===== src/rtl/cp0_interrupt_unit.sv =====
// cp0_interrupt_unit
// MIPS CP0 register block: Status, Cause, EPC, BadVAddr, Count and Compare,
// with a divided Count timer, a Compare-match timer interrupt and sampled
// external hardware interrupts.
//
// Ports:
//   clock, reset                 system clock, synchronous active-high reset
//   write_enabled                mtc0 write strobe
//   address_register/_select     CP0 register number and select (read and write)
//   write_data                   mtc0 data
//   read_data                    mfc0 data, combinational from the address
//   exception_valid/_code/_address, in_delay_slot
//                                exception commit from writeback
//   bad_vaddr_valid, bad_vaddr   address-error faulting address
//   eret_flush                   eret commit
//   hw_interrupt                 level-sensitive external interrupt lines
//   interrupt_pending            masked interrupt request toward the pipeline
//   epc_out                      current EPC, toward instruction fetch
//   exception_level              Status.EXL
module cp0_interrupt_unit #(
   parameter int NUM_HW_INT   = 6,
   parameter int COUNT_DIV    = 2,
   parameter int TIMER_IP_BIT = 7
) (
   input  logic                  clock,
   input  logic                  reset,
   input  logic                  write_enabled,
   input  logic [4:0]            address_register,
   input  logic [2:0]            address_select,
   input  logic [31:0]           write_data,
   output logic [31:0]           read_data,
   input  logic                  exception_valid,
   input  logic [4:0]            exception_code,
   input  logic [31:0]           exception_address,
   input  logic                  in_delay_slot,
   input  logic                  bad_vaddr_valid,
   input  logic [31:0]           bad_vaddr,
   input  logic                  eret_flush,
   input  logic [NUM_HW_INT-1:0] hw_interrupt,
   output logic                  interrupt_pending,
   output logic [31:0]           epc_out,
   output logic                  exception_level
);

   localparam int DIV_W = (COUNT_DIV > 1) ? $clog2(COUNT_DIV) : 1;
   localparam logic [DIV_W-1:0] DIV_LAST = DIV_W'(COUNT_DIV - 1);

   localparam logic [4:0] REG_BADVADDR = 5'd8;
   localparam logic [4:0] REG_COUNT    = 5'd9;
   localparam logic [4:0] REG_COMPARE  = 5'd11;
   localparam logic [4:0] REG_STATUS   = 5'd12;
   localparam logic [4:0] REG_CAUSE    = 5'd13;
   localparam logic [4:0] REG_EPC      = 5'd14;

   logic [31:0]           count_reg;
   logic [31:0]           compare_reg;
   logic [31:0]           epc_reg;
   logic [31:0]           badvaddr_reg;
   logic [DIV_W-1:0]      div_reg;
   logic [7:0]            im_reg;
   logic                  exl_reg;
   logic                  ie_reg;
   logic                  bd_reg;
   logic                  ti_reg;
   logic [1:0]            ip_sw_reg;
   logic [4:0]            exc_code_reg;
   logic [NUM_HW_INT-1:0] hw_reg;

   // Register selects shared by read and write paths (select 0 only).
   logic sel_badvaddr, sel_count, sel_compare, sel_status, sel_cause, sel_epc;
   assign sel_badvaddr = (address_select == 3'd0) && (address_register == REG_BADVADDR);
   assign sel_count    = (address_select == 3'd0) && (address_register == REG_COUNT);
   assign sel_compare  = (address_select == 3'd0) && (address_register == REG_COMPARE);
   assign sel_status   = (address_select == 3'd0) && (address_register == REG_STATUS);
   assign sel_cause    = (address_select == 3'd0) && (address_register == REG_CAUSE);
   assign sel_epc      = (address_select == 3'd0) && (address_register == REG_EPC);

   // A committing exception squashes any mtc0 in the same cycle.
   logic wr_ok;
   assign wr_ok = write_enabled && !exception_valid;

   logic wr_count, wr_compare, wr_status, wr_cause, wr_epc;
   assign wr_count   = wr_ok && sel_count;
   assign wr_compare = wr_ok && sel_compare;
   assign wr_status  = wr_ok && sel_status;
   assign wr_cause   = wr_ok && sel_cause;
   assign wr_epc     = wr_ok && sel_epc;

   logic        div_wrap;
   logic [31:0] count_inc;
   logic        timer_match;
   assign div_wrap  = (div_reg == DIV_LAST);
   assign count_inc = count_reg + 32'd1;
   // A match is only an incrementing edge landing on Compare; a Count load
   // never raises TI even if it equals Compare.
   assign timer_match = div_wrap && !wr_count && (count_inc == compare_reg);

   // Cause.IP: [1:0] software, [7:2] registered hardware lines, with TI folded
   // into the chosen timer bit.
   logic [7:0] ip_full;
   assign ip_full[1:0] = ip_sw_reg;

   genvar gi;
   generate
      for (gi = 2; gi < 8; gi++) begin : g_ip
         logic hw_bit;
         if ((gi - 2) < NUM_HW_INT) begin : g_hw
            assign hw_bit = hw_reg[gi-2];
         end else begin : g_nohw
            assign hw_bit = 1'b0;
         end
         if (gi == TIMER_IP_BIT) begin : g_timer
            assign ip_full[gi] = hw_bit | ti_reg;
         end else begin : g_plain
            assign ip_full[gi] = hw_bit;
         end
      end
   endgenerate

   logic [31:0] status_value;
   logic [31:0] cause_value;
   assign status_value = {9'd0, 1'b1, 6'd0, im_reg, 6'd0, exl_reg, ie_reg};
   assign cause_value  = {bd_reg, ti_reg, 14'd0, ip_full, 1'b0, exc_code_reg, 2'b00};

   always_ff @(posedge clock) begin
      if (reset) begin
         count_reg    <= '0;
         compare_reg  <= '0;
         epc_reg      <= '0;
         badvaddr_reg <= '0;
         div_reg      <= '0;
         im_reg       <= '0;
         exl_reg      <= 1'b0;
         ie_reg       <= 1'b0;
         bd_reg       <= 1'b0;
         ti_reg       <= 1'b0;
         ip_sw_reg    <= '0;
         exc_code_reg <= '0;
         hw_reg       <= '0;
      end else begin
         hw_reg <= hw_interrupt;

         // Count load restarts the divider and replaces this cycle's increment.
         if (wr_count) begin
            count_reg <= write_data;
            div_reg   <= '0;
         end else if (div_wrap) begin
            count_reg <= count_inc;
            div_reg   <= '0;
         end else begin
            div_reg <= div_reg + DIV_W'(1);
         end

         // A Compare write beats a simultaneous match.
         if (wr_compare) begin
            compare_reg <= write_data;
            ti_reg      <= 1'b0;
         end else if (timer_match) begin
            ti_reg <= 1'b1;
         end

         if (wr_status) begin
            im_reg <= write_data[15:8];
            ie_reg <= write_data[0];
         end

         if (exception_valid) begin
            exl_reg <= 1'b1;
         end else if (eret_flush) begin
            exl_reg <= 1'b0;
         end else if (wr_status) begin
            exl_reg <= write_data[1];
         end

         if (wr_cause) begin
            ip_sw_reg <= write_data[9:8];
         end

         // Nested exceptions (EXL already set) keep the original EPC/BD.
         if (exception_valid) begin
            exc_code_reg <= exception_code;
            if (!exl_reg) begin
               bd_reg  <= in_delay_slot;
               epc_reg <= in_delay_slot ? (exception_address - 32'd4) : exception_address;
            end
            if (bad_vaddr_valid) begin
               badvaddr_reg <= bad_vaddr;
            end
         end else if (wr_epc) begin
            epc_reg <= write_data;
         end
      end
   end

   always_comb begin
      read_data = 32'd0;
      read_data = read_data | ({32{sel_badvaddr}} & badvaddr_reg);
      read_data = read_data | ({32{sel_count}}    & count_reg);
      read_data = read_data | ({32{sel_compare}}  & compare_reg);
      read_data = read_data | ({32{sel_status}}   & status_value);
      read_data = read_data | ({32{sel_cause}}    & cause_value);
      read_data = read_data | ({32{sel_epc}}      & epc_reg);
   end

   assign interrupt_pending = ie_reg && !exl_reg && (|(ip_full & im_reg));
   assign epc_out           = epc_reg;
   assign exception_level   = exl_reg;

endmodule


===== config.mk =====
export PLATFORM = sky130hd
export DESIGN_NAME = cp0_interrupt_unit
export DESIGN_NICKNAME = d
export VERILOG_FILES = /design/src/rtl/cp0_interrupt_unit.sv
export SDC_FILE = /design/constraint.sdc
export NUM_CORES = 1
export LEC_CHECK = 0
export CAP_MARGIN = 15
export CELL_PAD_IN_SITES_DETAIL_PLACEMENT = 1
export CELL_PAD_IN_SITES_GLOBAL_PLACEMENT = 2
export CORE_MARGIN = 8
export CORE_UTILIZATION = 32
export CTS_CLUSTER_SIZE = 25
export DETAILED_ROUTE_END_ITERATION = 10
export PLACE_DENSITY = 0.91
export SYNTH_ARGS = -nofsm -noshare
export SYNTH_HDL_FRONTEND = slang
export SYNTH_SLANG_ARGS = --single-unit

===== constraint.sdc =====
create_clock -name clock -period 5.1 [get_ports clock]
set_input_delay 1.02 -clock clock [delete_from_list [all_inputs] [get_ports clock]]
set_output_delay 1.02 -clock clock [all_outputs]
set_load 0.02 [all_outputs]

== After elaboration in Yosys (flattened, before gate mapping) ==
Index checks and enable logic that the tools add are counted.

* Output and inout port bits: 66
* Input bits: 122
* Register bits after elaboration: 154

* Add/subtract/negate cells: 3
* Multiplexer cells: 9
* Equal/unequal tests: 8
* Bitwise gates (word level): 14
* Reductions and logical operators: 29

{| class="wikitable"
|+ Operators with widths
! operator !! number
|-
| 2-to-1 mux 32 bit || 6
|-
| bitwise AND 32 bit || 5
|-
| OR 32 bit || 5
|-
| adder 32 x 1 -> 32 bit (second input constant) || 1
|-
| bitwise AND 32 x 23 -> 32 bit || 1
|-
| equality test 32 bit || 1
|-
| subtractor 32 x 3 -> 32 bit (second input constant) || 1
|-
| equality test 5 x 4 -> 1 bit (second input constant) || 6
|-
| logical AND 1 bit || 16
|-
| bitwise AND 8 bit || 1
|-
| OR reduction 8 bit || 1
|-
| AND reduction 2 bit || 3
|-
| nonzero test 2 bit || 2
|-
| logical NOT 1 bit || 3
|-
| logical NOT 3 bit || 1
|-
| 2-to-1 mux 1 bit || 3
|-
| nonzero test 3 bit || 1
|-
| OR reduction 3 bit || 1
|-
| inequality test 2 bit (second input constant) || 1
|-
| OR reduction 2 bit || 1
|-
| adder 1 bit (second input constant) || 1
|-
| inverter 1 bit || 1
|-
| OR 1 bit || 1
|}

== Logic depth before layout (Yosys ltp) ==
Gate-level depths: netlist of the first run.

* Depth after elaboration: 8
* Depth in mapped cells: 11

== Worst setup path after synthesis of the first run ==
No wires, ideal clock.

* Kind: input to output
* From: in address_select[1]
* To: out read_data[10]
* Buffers on the path: 2
* Data arrival time: 2883 ps
* Stages: 6
* Slack: 1197 ps
* Cell sequence: or4_1 > nor3_1 > clkbuf_1 > buf_1 > a22oi_1 > nand3_1

* Longest elaborated chain between the ends: 8
* Elaborated cells on any way between the ends: 18

{| class="wikitable"
|+ Ends and longest elaborated chain
! element !! RTL line !! RTL
|-
| from (decl) || 29 || <nowiki>input logic [2:0] address_select,</nowiki>
|-
| logical NOT 3 bit * || -- ||
|-
| logical AND 1 bit (on tied branches) || 71, 72 ||
|-
| bitwise AND 32 bit (on tied branches) || 197, 198 ||
|-
| OR 32 bit || 198 || <nowiki>read_data = read_data | ({32{sel_count}} & count_reg);</nowiki>
|-
| OR 32 bit || 199 || <nowiki>read_data = read_data | ({32{sel_compare}} & compare_reg);</nowiki>
|-
| OR 32 bit || 200 || <nowiki>read_data = read_data | ({32{sel_status}} & status_value);</nowiki>
|-
| OR 32 bit || 201 || <nowiki>read_data = read_data | ({32{sel_cause}} & cause_value);</nowiki>
|-
| OR 32 bit * || 202 || <nowiki>read_data = read_data | ({32{sel_epc}} & epc_reg);</nowiki>
|-
| to (decl) || 31 || <nowiki>output logic [31:0] read_data,</nowiki>
|}

Mark *: on every way between the ends. The rest lies on a longest branch, timed or not.

== Worst setup path in the final report of the first run ==
* From: in address_register[4]
* To: out read_data[15]

* Longest elaborated chain between the ends: 8
* Elaborated cells on any way between the ends: 23

{| class="wikitable"
|+ Ends and longest elaborated chain
! element !! RTL line !! RTL
|-
| from (decl) || 28 || <nowiki>input logic [4:0] address_register,</nowiki>
|-
| equality test 5 x 4 -> 1 bit (on tied branches) || 71, 72 ||
|-
| logical AND 1 bit (on tied branches) || 71, 72 ||
|-
| bitwise AND 32 bit (on tied branches) || 197, 198 ||
|-
| OR 32 bit || 198 ||
|-
| OR 32 bit || 199 ||
|-
| OR 32 bit || 200 ||
|-
| OR 32 bit || 201 ||
|-
| OR 32 bit * || 202 ||
|}

Marked as above.

==> results of run 1 <==
-- routing by layer --
layer	share of wire, %	vias up	global-route usage, %
met4	2.1	2	6.48
met5	0.038	-	0
met2	49	225	36.8
met1	43	4258	23.7
met3	5.6	50	5.06
li1	-	4195	-
-- worst min-delay path: stages (launching register included) --
cell and delay (ps):
sky130_fd_sc_hd__dfxtp_1 310, sky130_fd_sc_hd__nand2_1 50, sky130_fd_sc_hd__a21oi_1 50
-- cell type report --
type	count	area [sq um]	share of cell area, %
Sequential cell	154	3080	27.0
Inverter	7	26.3	0.230
Timing Repair Buffer	209	2070	18.1
Clock inverter	15	185	1.62
Multi-Input combinational cell	849	5190	45.5
Clock buffer	17	425	3.73
Tap cell	341	427	3.74
-- stage by stage --
stage / worst slack, ps / std cells
finish: 319 / 1592
global route: 219 / 1592
CTS: 297 / 1592
detailed placement: 296 / 1560
global placement: 431 / 1560
floorplan: 1200 / 1105
-- power groups by stage --
| stage | registers, mW | logic [mW] | clock network [mW] |
|---|---|---|---|
| after floorplan | 1.31 | 0.133 | 0 |
| after global placement | 1.30 | 0.347 | 0 |
| after detailed placement | 1.30 | 0.353 | 0 |
| after CTS | 1.27 | 0.355 | 1.36 |
| after global routing | 1.28 | 0.381 | 1.42 |
| final | 1.27 | 0.354 | 1.34 |
-- cell usage after synthesis (2+ instances only) --
library cell / count / area (sq um)
sky130_fd_sc_hd__a211oi_1: 57 / 428
sky130_fd_sc_hd__a21oi_1: 99 / 495
sky130_fd_sc_hd__a221o_1: 12 / 120
sky130_fd_sc_hd__a221oi_1: 3 / 26.3
sky130_fd_sc_hd__a222oi_1: 10 / 100
sky130_fd_sc_hd__a22o_1: 14 / 123
sky130_fd_sc_hd__a22oi_1: 35 / 263
sky130_fd_sc_hd__a311oi_1: 4 / 35.0
sky130_fd_sc_hd__a31oi_1: 3 / 18.8
sky130_fd_sc_hd__and2_0: 2 / 12.5
sky130_fd_sc_hd__and2_1: 3 / 18.8
sky130_fd_sc_hd__and3_1: 8 / 50.1
sky130_fd_sc_hd__and4_1: 7 / 61.3
sky130_fd_sc_hd__buf_1: 6 / 22.5
sky130_fd_sc_hd__buf_2: 10 / 50.1
sky130_fd_sc_hd__clkbuf_1: 78 / 293
sky130_fd_sc_hd__dfxtp_1: 154 / 3080
sky130_fd_sc_hd__ha_1: 2 / 25.0
sky130_fd_sc_hd__inv_1: 7 / 26.3
sky130_fd_sc_hd__mux2i_1: 22 / 220
sky130_fd_sc_hd__nand2_1: 175 / 657
sky130_fd_sc_hd__nand2b_1: 3 / 18.8
sky130_fd_sc_hd__nand3_1: 35 / 175
sky130_fd_sc_hd__nand3b_1: 2 / 15.0
sky130_fd_sc_hd__nand4_1: 20 / 125
sky130_fd_sc_hd__nor2_1: 132 / 495
sky130_fd_sc_hd__nor2b_1: 9 / 56.3
sky130_fd_sc_hd__nor3_1: 14 / 70.1
sky130_fd_sc_hd__nor3b_1: 4 / 30.0
sky130_fd_sc_hd__nor4_1: 12 / 75.1
sky130_fd_sc_hd__nor4_4: 3 / 63.8
sky130_fd_sc_hd__o21ai_0: 5 / 25.0
sky130_fd_sc_hd__o22ai_1: 6 / 37.5
sky130_fd_sc_hd__o31ai_1: 4 / 30.0
sky130_fd_sc_hd__or3_1: 9 / 56.3
sky130_fd_sc_hd__or4_1: 5 / 37.5
sky130_fd_sc_hd__xnor2_1: 51 / 447
sky130_fd_sc_hd__xor2_1: 55 / 482
-- logic make-up after synthesis --
group	Yosys count	synth area share, %
buf+inv	102	4.63
simple gates	456	25.1
xor+xnor	106	10.8
fa+ha+maj	2	0.290
compound gates	262	20.8
mux	23	2.68
flops	154	35.7
-- path summary, 6_finish.rpt --
| check | start | end | slack (ps) | cells after the start |
|---|---|---|---|---|
| max | address_register[4] | read_data[15] | 320 | 9 |
| min reg2reg | badvaddr_reg[13]$_SDFFE_PP0P_ | badvaddr_reg[13]$_SDFFE_PP0P_ | 460 | 2 |
| min | badvaddr_reg[13]$_SDFFE_PP0P_ | badvaddr_reg[13]$_SDFFE_PP0P_ | 460 | 2 |
| max reg2reg | count_reg[0]$_SDFFE_PP0P_ | ti_reg$_SDFFE_PP0P_ | 1730 | 9 |
==> implementation parameters, run 1 <==
Parameter                              Value

GRT
  Tot GR Track Use ... 20.6%
  Largest net degree at the start of global routing ... 86
  Via count of the first global-routing pass ... about 9400
  GRT Residual Overflow ... 0
  Wire length of the first global-routing pass ... 53600 microns
  Number of antenna violations at the first check in global routing ... 1

Timing
  Finish-stage setup viols ... 0
  Max-slew headroom ... between 30 and 40%
  Accumulated negative setup slack ... 0 ps
  Setup repair after global routing missed its margin ... no
  Period Utilization, post-route ... roughly 94%
  Final-report hold violation count ... 0
  Smallest hold slack ... roughly 460 ps
  Final period demand of the worst path ... between 4000 and 5000 ps
  Setup Skew ... roughly 12 ps
  Transition time at the pin with the least slew margin ... just under 1000 ps
  Highest clock frequency the design can meet ... roughly 210 MHz
  Number of pins exceeding their max-slew limit in the final report ... 0

Floorplanning
  Starting density of the core ... ~32%
  Num ports ... 188
  Standard-cell rows ... 60
  Die area ... roughly 32000 sq um
  Die height ... 180 microns
  Core outline area ... roughly 27000 sq um
  Width of the die ... 180 microns

Route
  Number of vias per cell ... 5.48
  Antenna-violating nets left ... 0
  Count of vias placed by the detailed router ... between 8000 and 9000
  Post-detailed-routing wire length ... about 34000 microns
  Final routed wire length divided by cell count ... around 21 microns
  First drt pass iteration count ... 5
  Starting DRC count in detailed routing ... 590
  Remaining DRCs ... 0

Power and ir drop
  Design internal power ... 2.15 mW
  Switching power total ... about 0.82 mW
  Combinational share of power ... 11.9%
  Switching share of power ... between 20% and 30%
  IR Drop Worst-Case VDD ... 152 uV
  Clock network power share ... 45.2%
  Fraction of power consumed by sequential logic ... between 40% and 50%
  LEAKAGE ... approximately 3.9 nW
  Areal power density over the cells ... about 260 nW/um^2
  Pwr Total ... 2.97 mW

Final layout
  Relative area change from synthesis to final layout ... 32.2%
  Post-Route Utilization ... a little over two fifths
  Nets@finish ... around 1400
  Inserted Diodes ... 0
  Highest-count cells in the layout ignoring fill and taps ... sky130_fd_sc_hd__clkdlybuf4s50_1 (185), sky130_fd_sc_hd__nand2_1 (174), sky130_fd_sc_hd__dfxtp_1 (154)
  Most common cell after layout, fill and taps aside ... sky130_fd_sc_hd__clkdlybuf4s50_1
  Final design instance area without fill ... 11400 sq um
  Layout cell share with drive strength beyond 1 ... approximately 6.2%
  Layout filler cell count ... roughly 3200

Clock network
  Clk pin slew, worst setup/hold paths ... 70 ps
  Clock buffer depth ... 2
  Clock tree from TritonCTS ... built
  Hold Buf Count CTS ... 0
  Cell at the root of the clock tree ... sky130_fd_sc_hd__clkbuf_16
  CTS H-tree lvls ... 4
  Sinks on the clock net ... between 150 and 200
  Post-cts gate resize count ... 0
  Buffer count from post-CTS setup fixing ... 0
  Clk Latency, worst-skew pair ... 430 ps
  Num CTS Buffers ... 17

Place
  Port Buffers ... between 150 and 200
  Gp weighted congestion ... between 0.8 and 0.9
  HPWL after detailed placement ... ~24000 microns
  Placed cell areas ... ~11000 sq um

Hold path
  Path class of the lowest-slack min-delay path ... flop to flop

Synthesis
  Gate count of the mapped netlist ... 1105
  Cell area after technology mapping ... ~8600 sq um
  Count of synthesis-stage warnings from yosys ... 0
  Flip-flop and latch count after synthesis ... 154
  Fraction of the yosys area taken by sequential cells ... a little over a third
  Mean area per synthesized cell ... 7.80 sq um
  Net count of the mapped netlist ... roughly 1200
  Top_reg_cell synth ... sky130_fd_sc_hd__dfxtp_1
  Share of flip-flops with an asynchronous set or reset ... 0%
  Count of cell types in the netlist ... 63
  Number of enable flip-flop cells after synthesis ... 0

Worst setup path
  Worst path top cell family by delay ... buffers and inverters
  Library cell appearing most often on the critical path ... sky130_fd_sc_hd__clkdlybuf4s50_1
  CP Data Required Time ... between 4000 and 5000 ps
  Endpoint kind of the worst setup timing path ... output pin
  CP Launch Type ... primary input
  Highest net fanout along the worst path ... 32
  Worst setup path class ... primary input to output pin
  Count of buffering cells on the critical path with inverters included ... 3
  Data arrival time of the worst path ... ~3800 ps
  Delay of the slowest cell on the worst path ... roughly 630 ps
  Cell-by-cell listing of the critical path ... clkdlybuf4s50_1 -> nand2b_1 -> or4_1 -> nor4_2 -> buf_12 -> a22o_1 -> a221oi_1 -> nand3_1 -> clkdlybuf4s50_1
  Critical path's slowest cell ... sky130_fd_sc_hd__clkdlybuf4s50_1

Flow run
  Count of max-cap constraint violations ... 0

Outcome
  Outcome ... completed
No activity file was read; power rests on OpenSTA's default activity.
==> inputs of run 2 (changes only) <==
--- a/config.mk
+++ b/config.mk
@@ -8,11 +8,11 @@
 export CAP_MARGIN = 15
 export CELL_PAD_IN_SITES_DETAIL_PLACEMENT = 1
 export CELL_PAD_IN_SITES_GLOBAL_PLACEMENT = 2
-export CORE_MARGIN = 8
-export CORE_UTILIZATION = 32
+export CORE_UTILIZATION = 39
 export CTS_CLUSTER_SIZE = 25
 export DETAILED_ROUTE_END_ITERATION = 10
-export PLACE_DENSITY = 0.91
+export DONT_BUFFER_PORTS = 1
+export PLACE_DENSITY = 0.89
 export SYNTH_ARGS = -nofsm -noshare
 export SYNTH_HDL_FRONTEND = slang
 export SYNTH_SLANG_ARGS = --single-unit
==> run 2 against run 1 <==
Compared with the run above:
- critical path depth down 2
- register-to-register slack better by 20 ps
- flip-flop and latch count unchanged
- wire length down 11%
- final area down 18%
- critical endpoint unchanged
- largest power group unchanged
==> implementation parameters, run 2 (synthesis gave the netlist of run 1 again) <==
Parameter                              Value

GRT
  Wire length of the first global-routing pass ... 46200 microns (-14%)
  Tot GR Track Use ... 27.1% (+6.6 points)
  GRT Residual Overflow ... 0 (unchanged)
  Number of antenna violations at the first check in global routing ... 0 (-1)
  Via count of the first global-routing pass ... 7947 (-15%)
  Largest net degree at the start of global routing ... 155 (+80%)

Timing
  Transition time at the pin with the least slew margin ... 1180 ps (+215 ps)
  Final-report hold violation count ... 0 (unchanged)
  Finish-stage setup viols ... 0 (unchanged)
  Final period demand of the worst path ... 3820 ps (-962 ps)
  Setup repair after global routing missed its margin ... no
  Highest clock frequency the design can meet ... 262 MHz (+25%)
  Setup Skew ... 10.6 ps (-1.70 ps)
  Number of pins exceeding their max-slew limit in the final report ... 0 (unchanged)
  Period Utilization, post-route ... 74.9% (-19 points)
  Max-slew headroom ... 20.8% (-15 points)
  Smallest setup slack after layout ... 1280 ps (+962 ps)
  Accumulated negative setup slack ... 0 ps (unchanged)

Power and ir drop
  Areal power density over the cells ... 297 nW/um^2 (+14%)
  IR Drop Worst-Case VDD ... 204 uV (+34%)
  LEAKAGE ... 3.20 nW (-19%)

Place
  HPWL after detailed placement ... 21200 microns (-12%)
  Pre-CTS worst setup slack ... 1280 ps (+989 ps)
  Port Buffers ... 0 (-100%)
  Gp weighted congestion ... 0.804 (-1.5%)
  Placed cell areas ... 8790 sq um (-19%)

Outcome
  Outcome ... completed

Final layout
  Final design instance area without fill ... 9410 sq um (-18%)
  Highest-count cells in the layout ignoring fill and taps ... sky130_fd_sc_hd__nand2_1 (173), sky130_fd_sc_hd__dfxtp_1 (154), sky130_fd_sc_hd__nor2_1 (132)
  Relative area change from synthesis to final layout ... 9.08%
  Nets@finish ... 1171 (-14%)
  Post-Route Utilization ... 43.2% (+0.57 points)
  Most common cell after layout, fill and taps aside ... sky130_fd_sc_hd__nand2_1
  Layout cell share with drive strength beyond 1 ... 6.89% (+0.73 points)
  Layout filler cell count ... 2629 (-18%)

Floorplanning
  Num ports ... 188 (unchanged)
  Standard-cell rows ... 54 (-10%)
  Core outline area ... 21800 sq um (-19%)
  Die height ... 151 microns (-16%)
  Width of the die ... 151 microns (-16%)
  Starting density of the core ... 39.6% (+7.4 points)
  Die area ... 22700 sq um (-30%)

Clock network
  Cell at the root of the clock tree ... sky130_fd_sc_hd__clkbuf_16
  Num CTS Buffers ... 17 (unchanged)
  Clk pin slew, worst setup/hold paths ... 60 ps (about the same)
  Sinks on the clock net ... 154 (unchanged)
  Hold Buf Count CTS ... 0 (unchanged)
  CTS H-tree lvls ... 4 (unchanged)
  Buffer count from post-CTS setup fixing ... 0 (unchanged)
  Clk Latency, worst-skew pair ... 440 ps (about the same)
  Post-cts gate resize count ... 0 (unchanged)
  Clock tree from TritonCTS ... built
  Clock buffer depth ... 2 (unchanged)

Hold path
  Path class of the lowest-slack min-delay path ... flop to flop

Worst setup path
  CP Launch Type ... primary input
  Worst setup path class ... primary input to output pin
  Critical path's slowest cell ... sky130_fd_sc_hd__or4_1
  CP Data Required Time ... 4080 ps (about the same)
  Delay of the slowest cell on the worst path ... 520 ps (-110 ps)
  Cell-by-cell listing of the critical path ... nand2b_1 -> or4_1 -> nor4_2 -> buf_4 -> a22o_1 -> a221oi_1 -> nand3_1
  Endpoint kind of the worst setup timing path ... output pin
  R2R setup slack ... 1750 ps (+20 ps)
  Data arrival time of the worst path ... 2800 ps (-960 ps)
  Highest net fanout along the worst path ... 20 (-38%)

Route
  Antenna-violating nets left ... 0 (unchanged)
  Final routed wire length divided by cell count ... 22.8 microns (+6.2%)
  Number of vias per cell ... 6.04 (+10%)
  First drt pass iteration count ... 6 (+1)
  Count of vias placed by the detailed router ... 8105 (-7.2%)
  Starting DRC count in detailed routing ... 510 (-14%)
  Remaining DRCs ... 0 (unchanged)
  Post-detailed-routing wire length ... 30500 microns (-11%)

Flow run
  Count of max-cap constraint violations ... 0 (unchanged)
## run 2: final timing paths
kind / end / from / cells after the start
max: read_data[15] / address_register[4] / 7
min: badvaddr_reg[0]$_SDFFE_PP0P_ / badvaddr_reg[0]$_SDFFE_PP0P_ / 2
max reg2reg: ti_reg$_SDFFE_PP0P_ / count_reg[2]$_SDFFE_PP0P_ / 8
min reg2reg: badvaddr_reg[0]$_SDFFE_PP0P_ / badvaddr_reg[0]$_SDFFE_PP0P_ / 2
## run 2: layer usage
layer	wire [microns]	track usage, %	up-vias	part of all wire (%)
li1	-	-	3815	-
met2	15100	47.2	212	50
met4	437	7.20	0	1.4
met1	13200	33.7	4045	43
met3	1710	5.85	33	5.6
met5	0	0	-	0
## run 2: critical path, delay by kind of cell
kind / cells / cell delay, ps
AO/OA/AOI/OAI: 2 / 230
buffers and inverters: 1 / 350
AND/OR/NAND/NOR: 4 / 1160
## run 2: cell type report
type	instances	area [sq um]	area share, %
Multi-Input combinational cell	849	5200	55.2
Sequential cell	154	3080	32.8
Clock buffer	17	425	4.52
Tap cell	280	350	3.72
Clock inverter	15	188	1.99
Timing Repair Buffer	18	135	1.44
Inverter	7	26.3	0.279
Antenna cell	1	2.50	0.0266
## run 2: power by group
part           switching, mW  internal, mW
clock                  0.581         0.781
combinational         0.0788        0.0581
sequential            0.0562          1.24
## run 2: through the flow
step / power [mW] / std cells / hold WS [ps]
floorplan: 1.44 / 1105 / 436
detailed placement: 1.46 / 1308 / 446
global placement: 1.46 / 1308 / 440
global route: 2.89 / 1340 / 470
CTS: 2.82 / 1340 / 455
finish: 2.80 / 1341 / 455
